<file path="config.mk">
export PLATFORM = sky130hd
export DESIGN_NAME = uriscv_lsu_mem
export DESIGN_NICKNAME = d
export VERILOG_FILES = /design/src/rtl/uriscv_lsu_mem_pkg.sv /design/src/rtl/uriscv_lsu_align.sv /design/src/rtl/uriscv_lsu_mem.sv
export SDC_FILE = /design/constraint.sdc
export NUM_CORES = 1
export LEC_CHECK = 0
export ABC_CLOCK_PERIOD_IN_PS = 2900
export BUFFER_PORTS_ARGS = -buffer_cell sky130_fd_sc_hd__buf_2
export CAP_MARGIN = 20
export CORE_UTILIZATION = 51
export DETAILED_ROUTE_END_ITERATION = 6
export GPL_ROUTABILITY_DRIVEN = 0
export MAX_ROUTING_LAYER = met4
export PLACE_DENSITY = 0.87
export SLEW_MARGIN = 25
export SYNTH_ARGS = -nofsm -noshare
export SYNTH_HDL_FRONTEND = slang
export SYNTH_HIERARCHICAL = 1
export SYNTH_SLANG_ARGS = --single-unit
</file>
<file path="constraint.sdc">
create_clock -name clk_i -period 2.9 [get_ports clk_i]
set_input_delay 0 -clock clk_i [delete_from_list [all_inputs] [get_ports clk_i]]
set_output_delay 0 -clock clk_i [all_outputs]
set_load 0.01 [all_outputs]
</file>
<file path="src/rtl/uriscv_lsu_mem_pkg.sv">
// Shared types for the data-memory bus sequencer: FSM states, trap cause
// codes and the load func3 encodings used by lane extraction.
package uriscv_lsu_mem_pkg;

  typedef enum logic [1:0] {
    ST_IDLE  = 2'd0,
    ST_REQ   = 2'd1,
    ST_RESP  = 2'd2,
    ST_FAULT = 2'd3
  } lsu_state_t;

  localparam logic [3:0] CAUSE_LD_MISALIGNED = 4'd4;
  localparam logic [3:0] CAUSE_LD_ACCESS     = 4'd5;
  localparam logic [3:0] CAUSE_ST_MISALIGNED = 4'd6;
  localparam logic [3:0] CAUSE_ST_ACCESS     = 4'd7;

  localparam logic [2:0] FUNC3_LB  = 3'b000;
  localparam logic [2:0] FUNC3_LH  = 3'b001;
  localparam logic [2:0] FUNC3_LW  = 3'b010;
  localparam logic [2:0] FUNC3_LBU = 3'b100;
  localparam logic [2:0] FUNC3_LHU = 3'b101;

  function automatic logic [3:0] fault_cause(input logic is_load, input logic misaligned);
    if (misaligned)
      return is_load ? CAUSE_LD_MISALIGNED : CAUSE_ST_MISALIGNED;
    return is_load ? CAUSE_LD_ACCESS : CAUSE_ST_ACCESS;
  endfunction

endpackage

</file>
<file path="src/rtl/uriscv_lsu_align.sv">
// Load-lane extraction: picks the addressed byte/half of a bus word and
// sign- or zero-extends it according to func3.
module uriscv_lsu_align
  import uriscv_lsu_mem_pkg::*;
(
  input  logic [1:0]  addr_lsb,
  input  logic [2:0]  func3,
  input  logic [31:0] word,
  output logic [31:0] result
);

  logic [7:0]  lane [4];
  logic [7:0]  byte_sel;
  logic [15:0] half_sel;

  for (genvar gi = 0; gi < 4; gi++) begin : g_lane
    assign lane[gi] = word[8*gi +: 8];
  end

  always_comb begin
    byte_sel = lane[addr_lsb];
    half_sel = addr_lsb[1] ? word[31:16] : word[15:0];
    case (func3)
      FUNC3_LB:  result = {{24{byte_sel[7]}}, byte_sel};
      FUNC3_LBU: result = {24'd0, byte_sel};
      FUNC3_LH:  result = {{16{half_sel[15]}}, half_sel};
      FUNC3_LHU: result = {16'd0, half_sel};
      default:   result = word;  // lw and any unused encoding
    endcase
  end

endmodule

</file>
<file path="src/rtl/uriscv_lsu_mem.sv">
// Single-outstanding data-memory bus sequencer: latches one LSU request,
// drives it over the accept/ack bus and reports a result or a trap.
module uriscv_lsu_mem
  import uriscv_lsu_mem_pkg::*;
#(
  parameter int unsigned TIMEOUT_CYCLES = 256
) (
  input  logic        clk_i,
  input  logic        rst_i,
  input  logic        issue_i,
  input  logic [2:0]  func3_i,
  input  logic        mem_rd_i,
  input  logic [3:0]  mem_wr_i,
  input  logic [31:0] mem_addr_i,
  input  logic [31:0] mem_data_i,
  input  logic        mem_misaligned_i,
  output logic        busy_o,
  output logic        done_o,
  output logic        load_o,
  output logic [31:0] result_o,
  output logic        fault_o,
  output logic [3:0]  fault_cause_o,
  output logic [31:0] fault_addr_o,
  output logic [31:0] dmem_addr_o,
  output logic [31:0] dmem_data_wr_o,
  output logic        dmem_rd_o,
  output logic [3:0]  dmem_wr_o,
  input  logic        dmem_accept_i,
  input  logic        dmem_ack_i,
  input  logic        dmem_error_i,
  input  logic [31:0] dmem_data_rd_i
);

  localparam bit         WDOG_EN   = (TIMEOUT_CYCLES != 0);
  localparam logic [15:0] WDOG_LAST = WDOG_EN ? 16'(TIMEOUT_CYCLES - 1) : 16'd0;

  lsu_state_t  state_reg;
  logic [15:0] wdog_reg;
  logic [31:0] addr_reg;
  logic [2:0]  func3_reg;
  logic        rd_reg;

  logic [31:0] align_data;
  logic        can_issue;
  logic        issue_ok;
  logic        in_flight;
  logic        complete;
  logic        timed_out;

  uriscv_lsu_align u_align (
    .addr_lsb (addr_reg[1:0]),
    .func3    (func3_reg),
    .word     (dmem_data_rd_i),
    .result   (align_data)
  );

  // The misaligned-report cycle is not busy, so a new request may enter there.
  assign can_issue = (state_reg == ST_IDLE) || (state_reg == ST_FAULT);
  assign issue_ok  = can_issue && issue_i && (mem_rd_i || (|mem_wr_i));
  assign in_flight = (state_reg == ST_REQ) || (state_reg == ST_RESP);
  assign complete  = ((state_reg == ST_REQ) && dmem_accept_i && dmem_ack_i) ||
                     ((state_reg == ST_RESP) && dmem_ack_i);
  assign timed_out = WDOG_EN && in_flight && (wdog_reg == WDOG_LAST);

  always_ff @(posedge clk_i) begin
    if (rst_i) begin
      state_reg      <= ST_IDLE;
      wdog_reg       <= 16'd0;
      addr_reg       <= 32'd0;
      func3_reg      <= 3'd0;
      rd_reg         <= 1'b0;
      busy_o         <= 1'b0;
      done_o         <= 1'b0;
      load_o         <= 1'b0;
      result_o       <= 32'd0;
      fault_o        <= 1'b0;
      fault_cause_o  <= 4'd0;
      fault_addr_o   <= 32'd0;
      dmem_addr_o    <= 32'd0;
      dmem_data_wr_o <= 32'd0;
      dmem_rd_o      <= 1'b0;
      dmem_wr_o      <= 4'd0;
    end else begin
      done_o  <= 1'b0;
      load_o  <= 1'b0;
      fault_o <= 1'b0;

      case (state_reg)
        ST_IDLE, ST_FAULT: begin
          state_reg <= ST_IDLE;
          busy_o    <= 1'b0;
          if (issue_ok) begin
            addr_reg  <= mem_addr_i;
            func3_reg <= func3_i;
            rd_reg    <= mem_rd_i;
            if (mem_misaligned_i) begin
              state_reg     <= ST_FAULT;
              fault_o       <= 1'b1;
              fault_cause_o <= fault_cause(mem_rd_i, 1'b1);
              fault_addr_o  <= mem_addr_i;
            end else begin
              state_reg      <= ST_REQ;
              busy_o         <= 1'b1;
              wdog_reg       <= 16'd0;
              dmem_addr_o    <= {mem_addr_i[31:2], 2'b00};
              dmem_data_wr_o <= mem_data_i;
              dmem_rd_o      <= mem_rd_i;
              dmem_wr_o      <= mem_rd_i ? 4'd0 : mem_wr_i;
            end
          end
        end

        ST_REQ, ST_RESP: begin
          if (complete || timed_out) begin
            state_reg <= ST_IDLE;
            busy_o    <= 1'b0;
            dmem_rd_o <= 1'b0;
            dmem_wr_o <= 4'd0;
            // A response arriving on the watchdog's last cycle still wins.
            if (complete && !dmem_error_i) begin
              done_o   <= 1'b1;
              load_o   <= rd_reg;
              result_o <= rd_reg ? align_data : 32'd0;
            end else begin
              fault_o       <= 1'b1;
              fault_cause_o <= fault_cause(rd_reg, 1'b0);
              fault_addr_o  <= addr_reg;
            end
          end else begin
            wdog_reg <= wdog_reg + 16'd1;
            if ((state_reg == ST_REQ) && dmem_accept_i) begin
              state_reg <= ST_RESP;
              dmem_rd_o <= 1'b0;
              dmem_wr_o <= 4'd0;
            end
          end
        end

        default: state_reg <= ST_IDLE;
      endcase
    end
  end

endmodule

</file>
# Word-level counts from Yosys, hierarchy flattened

Index checks and enable logic that the tools add are counted.

Register bits: 193
Bits of input ports: 111
Output and inout port bits: 141

Add/subtract/negate cells: 1
$lt $le $gt $ge: 1
Equality and inequality tests: 14
Mux-type cells: 54
Bitwise logic cells: 5
Reductions and logical operators: 26

Operators by type and width:

| kind                    | count |
|---|---|
| $mux W32                | 5 |
| $pmux W32 S4            | 1 |
| $mux W16                | 4 |
| $pmux W32 S2            | 1 |
| $mux W4                 | 9 |
| $pmux W16 S2            | 1 |
| $add A16 B1 Y16 const B | 1 |
| $bmux W8 S2             | 1 |
| $eq A16 B8 Y1 const B   | 1 |
| $mux W1                 | 16 |
| $mux W2                 | 8 |
| $mux W8                 | 2 |
| $pmux W4 S2             | 2 |
| $ne A2 B2 Y1 const B    | 6 |
| $reduce_and A3 Y1       | 4 |
| $reduce_or A4 Y1        | 2 |
| $logic_and A1 B1 Y1     | 7 |
| $eq A3 B3 Y1 const B    | 2 |
| $pmux W1 S2             | 3 |
| $logic_or A1 B1 Y1      | 5 |
| $eq A2 B2 Y1 const B    | 2 |
| $not A1 Y1              | 4 |
| $pmux W2 S2             | 1 |
| $reduce_and A4 Y1       | 1 |
| 11 further kinds        | 12 |

# Longest topological paths before layout

Depth after elaboration: 11
Mapped depth: 10

# Hierarchy

Netlist, hierarchy kept.

Modules (own cells, without submodules):

| module           | instances | cells an instance | area each (sq um) |
|---|---|---|---|
| uriscv_lsu_mem   | 1         | 901               | 7439.6 |
| uriscv_lsu_align | 1         | 109               | 628.1 |

# Worst setup path before layout

No wires, ideal clock.

Kind: register to register
Start point: register state_reg[0]
End point: register dmem_wr_o[0]
Setup time: 70 ps
Arrival time: 2034 ps
Data required time: 2830 ps
Path slack: 795 ps
Stages on the path, launching flop included: 10
Buffers on the path: 2
Clock period less this slack: 2105 ps
Cells stage by stage: dfxtp_1 > inv_1 > ha_1 > nand2_1 > a211o_1 > buf_2 > and2_1 > clkbuf_1 > or4b_1 > a21oi_1

Longest elaborated chain between the ends: 7

Ends and longest elaborated chain:

| item                                                              | RTL line                                    | text |
|---|---|---|
| from (decl)                                                       | uriscv_lsu_mem.sv:37                        | `lsu_state_t state_reg;` |
| from (signal assigned)                                            | uriscv_lsu_mem.sv:67                        | `state_reg <= ST_IDLE;` |
| from (signal assigned)                                            | uriscv_lsu_mem.sv:90                        | `state_reg <= ST_IDLE;` |
| from (signal assigned)                                            | uriscv_lsu_mem.sv:97                        | `state_reg <= ST_FAULT;` |
| $eq A2 B1 Y1                                                      | --                                          |  |
| $logic_and A1 B1 Y1                                               | uriscv_lsu_mem.sv:61, uriscv_lsu_mem.sv:131 |  |
| $logic_and A1 B1 Y1                                               | uriscv_lsu_mem.sv:61                        | `assign complete = ((state_reg == ST_REQ) && dmem_accept_i && dmem_ack_i) \|\|` |
| $logic_or A1 B1 Y1                                                | uriscv_lsu_mem.sv:61                        |  |
| $logic_or A1 B1 Y1                                                | uriscv_lsu_mem.sv:114                       | `if (complete \|\| timed_out) begin` |
| $ne A3 B3 Y1 (no source line) or $mux W4 (tied branches)          | --                                          |  |
| $reduce_and A3 Y1 (no source line) or $pmux W4 S2 (tied branches) | --                                          |  |
| to (signal assigned)                                              | uriscv_lsu_mem.sv:108                       | `dmem_wr_o <= mem_rd_i ? 4'd0 : mem_wr_i;` |
| to (decl)                                                         | uriscv_lsu_mem.sv:27                        | `output logic [3:0] dmem_wr_o,` |

Parallel ways exist; a longest one is shown, timed or not.
A chain may end at the register's enable or synchronous reset.

# Worst setup path after layout

Start point: register state_reg[0]
End point: register dmem_data_wr_o[16]

Longest elaborated chain between the ends: 5

Ends and longest elaborated chain:

| item                                             | RTL line                                   | text |
|---|---|---|
| $eq A2 B2 Y1 or $logic_not A2 Y1 (tied branches) | uriscv_lsu_mem.sv:58, uriscv_lsu_mem.sv:88 |  |
| $logic_or A1 B1 Y1                               | uriscv_lsu_mem.sv:58                       | `assign can_issue = (state_reg == ST_IDLE) \|\| (state_reg == ST_FAULT);` |
| $logic_and A1 B1 Y1 (2 in a row)                 | uriscv_lsu_mem.sv:59                       | `assign issue_ok = can_issue && issue_i && (mem_rd_i \|\| (\|mem_wr_i));` |
| $reduce_and A3 Y1 (no source line) *             | --                                         |  |
| to (signal assigned)                             | uriscv_lsu_mem.sv:106                      | `dmem_data_wr_o <= mem_data_i;` |
| to (decl)                                        | uriscv_lsu_mem.sv:25                       | `output logic [31:0] dmem_data_wr_o,` |

Every way passes the cells marked *; elsewhere a longest branch is shown, timed or not.

==> run metrics <==
Crit Path Max Fanout=56; ys flop type=dfxtp_1; Final Hold Fails=0; # rows=45; CTS Buffer Depth=2; Ys Warns=6; RSZ-0062 raised after global routing=false; fill cell count=1091; Synth Area per Inst=7.99 um2; Area contributors post-synth=dfxtp_1, nand2_1, a21oi_1; number of flops mapped to enable cells by yosys=0; Final setup violation count=0; initial antenna violation count=1; cell taking the most area after synthesis=dfxtp_1; Congestion Overflow GR=0; DP HPWL=15.4 mm; hold depth=5; FF-to-FF setup slack=0.17 ns; Cell Pwr Density=591 nW/um2; Worst EP arrival=3.05 ns; Pleak=0.00495 uW; clock-pin transition on the worst setup and hold timing paths=0.07 ns; #FFs+latches synth=192; Placed Cells=1408; Final Core Density=0.735; GRT Overall Usage=0.327; Area growth syn-to-layout=39.5%; Yosys cell types=55; Starting Density=0.527; I/O pin total=252; Final Instance Count excl. Fillers=1564; die area=16300 um2; CTS tree=yes; largest net degree at the start of global routing=97; first-pass iteration count of the detailed router=7; Post-Syn Area=8070 um2; cell count after synthesis=1010; average wire per standard cell=16.8 um; share of the synthesized area in the top cell type=0.476; share of cells above drive strength 1=0.243; R2R depth=9; Worst Setup SP=state_reg[0]$_SDFFE_PP0P_; Commonest cells post-synth=nand2_1, dfxtp_1, a21oi_1, clkbuf_1, nand3_1; final setup TNS=0 ns; core region area=15300 um2; final clock skew=0.00726 ns; clk root buf=clkbuf_16; Fmax=366 MHz; failing checks=DRC; final wirelength=26.2 mm; ys async rst share=0; first-pass GRT wire length=41.2 mm; Worst VDD drop=0.000448 V; vias=8896; CP Data Required Time=3.22 ns; actual slew at the worst max-slew pin=0.985 ns; antenna-violating nets left=0; clock tree sinks=192; r2r endpoint=dmem_data_wr_o[16]$_SDFFE_PP0P_; H-tree levels=4; DRT iter0 DRCs=1009; I/O Buffers=248; Layout Nets=1453; Critical R2R Launch=state_reg[0]$_SDFFE_PP0P_; Worst Hold Path EP=result_o[24]$_SDFFE_PP0P_; type of origin of the critical path=flop; total CTS buffers=17; detailed-route vias per instance=5.69; crit path capture type=flop; Slew Limit Fails=0; die height=128 um; Die Span X=128 um; hold_sp=dmem_data_rd_i[24]; max capacitance violation total=0; Remaining DRCs=5; status=complete, but fails checks; share of the yosys chip area belonging to registers=0.476; Slew Limit Headroom=0.343; most frequent cell after synthesis=nand2_1; Setup CP Type=flop to flop; Hold/Removal Path Class=input port to flop; vias in the first global route=8513; Period minus WS final=2.73 ns; fraction of the cycle the final worst path needs=0.943; Clock Latency Late Sink=0.44 ns
[power breakdown]
part,switching [uW],internal (uW),total [uW]
registers,111,2820,2940
logic,859,599,1460
clock network,1100,1160,2260
[worst max path at each step]
stage | slack [ns] | to
finish | 0.17 | dmem_data_wr_o[16]$_SDFFE_PP0P_
global placement | 0.51 | wdog_reg[11]$_SDFFE_PP0P_
global route | 0.04 | dmem_data_wr_o[17]$_SDFFE_PP0P_
floorplan | 0.80 | dmem_wr_o[0]$_SDFFE_PP0P_
CTS | 0.08 | dmem_data_wr_o[12]$_SDFFE_PP0P_
detailed placement | 0.42 | result_o[13]$_SDFFE_PP0P_
[worst max-delay path, stage by stage (launching register included)]
cell and delay, ns:
dfxtp_1 0.36, inv_1 0.06, ha_2 0.41, nand2_1 0.19, a211o_2 0.36, buf_4 0.21, buf_8 0.23, nand2_1 0.12
a21oi_1 0.07, dlygate4sd3_1 0.57
[cell families (layout without fill, tap and decap cells)]
logic type                 count (synthesis)  count (layout)  synth area share
and+or+nand+nor                          396             396             0.209
AOI/OAI and AO/OA                        281             281             0.202
DFF                                      192             192             0.476
buffers and inverters                     90             430            0.0473
muxes                                     45              45            0.0582
adders and majority gates                  3               3           0.00465
xor gates and xnor gates                   2               2           0.00217
other                                      1               4          0.000465
[layer usage]
| layer | part of all wire | vias up | GRT usage | routed length, um |
|---|---|---|---|---|
| li1 | - | 4121 | - | - |
| met1 | 0.38 | 4110 | 0.378 | 10100 |
| met2 | 0.49 | 529 | 0.531 | 12700 |
| met3 | 0.080 | 136 | 0.0751 | 2100 |
| met4 | 0.049 | 0 | 0.167 | 1280 |
| met5 | 0 | - | - | 0 |
[cells in the final DEF (no fill, tap or decap), types with 3 or more instances in the layout]
cell type and count:
mux2_2 5, or4b_1 4, conb_1 3, inv_6 4, a211oi_1 32, clkbuf_16 17
nor2_1 17, buf_2 247, nor3_1 6, nand2_1 291, nand2b_1 3, and3_1 4
a21o_1 3, a21oi_1 190, dlygate4sd3_1 120, buf_4 21, dfxtp_1 192, inv_8 4
nor2b_1 4, or4_1 4, o211ai_1 8, or3_1 3, inv_1 6, a22oi_1 8
o2111ai_1 3, nand3_1 45, mux2i_1 39, o21ai_0 18
[layout make-up]
class | count | area, um2 | share of cell area
Antenna cell | 1 | 2.50 | 0.000222
Timing Repair Buffer | 391 | 2640 | 0.235
Clock inverter | 13 | 118 | 0.0105
Clock buffer | 19 | 443 | 0.0394
Tap cell | 211 | 264 | 0.0235
Inverter | 7 | 26.3 | 0.00233
Multi-Input combinational cell | 730 | 3920 | 0.348
Sequential cell | 192 | 3840 | 0.342
[stage by stage]
stage	area, um2	hold WS, ns	setup slack (ns)	total power (uW)
global placement	9460	0.241	0.509	4230
floorplan	8080	0.136	0.795	3790
detailed placement	9460	0.248	0.417	4260
CTS	11200	0.00446	0.0760	6620
finish	11300	0.0162	0.165	6650
global route	11300	0.0543	0.0375	6920
[repair_timing]
| item | 4_1_cts | 5_1_grt |
|---|---|---|
| setup endpoints to repair | 0 | 14 |
| gates resized for setup | 0 | 3 |
| endpoints found under the hold margin | 168 | 0 |
| buffers inserted | 0 | 3 |
| hold buffers | 120 | 0 |
(Power assumes the default switching activity.)
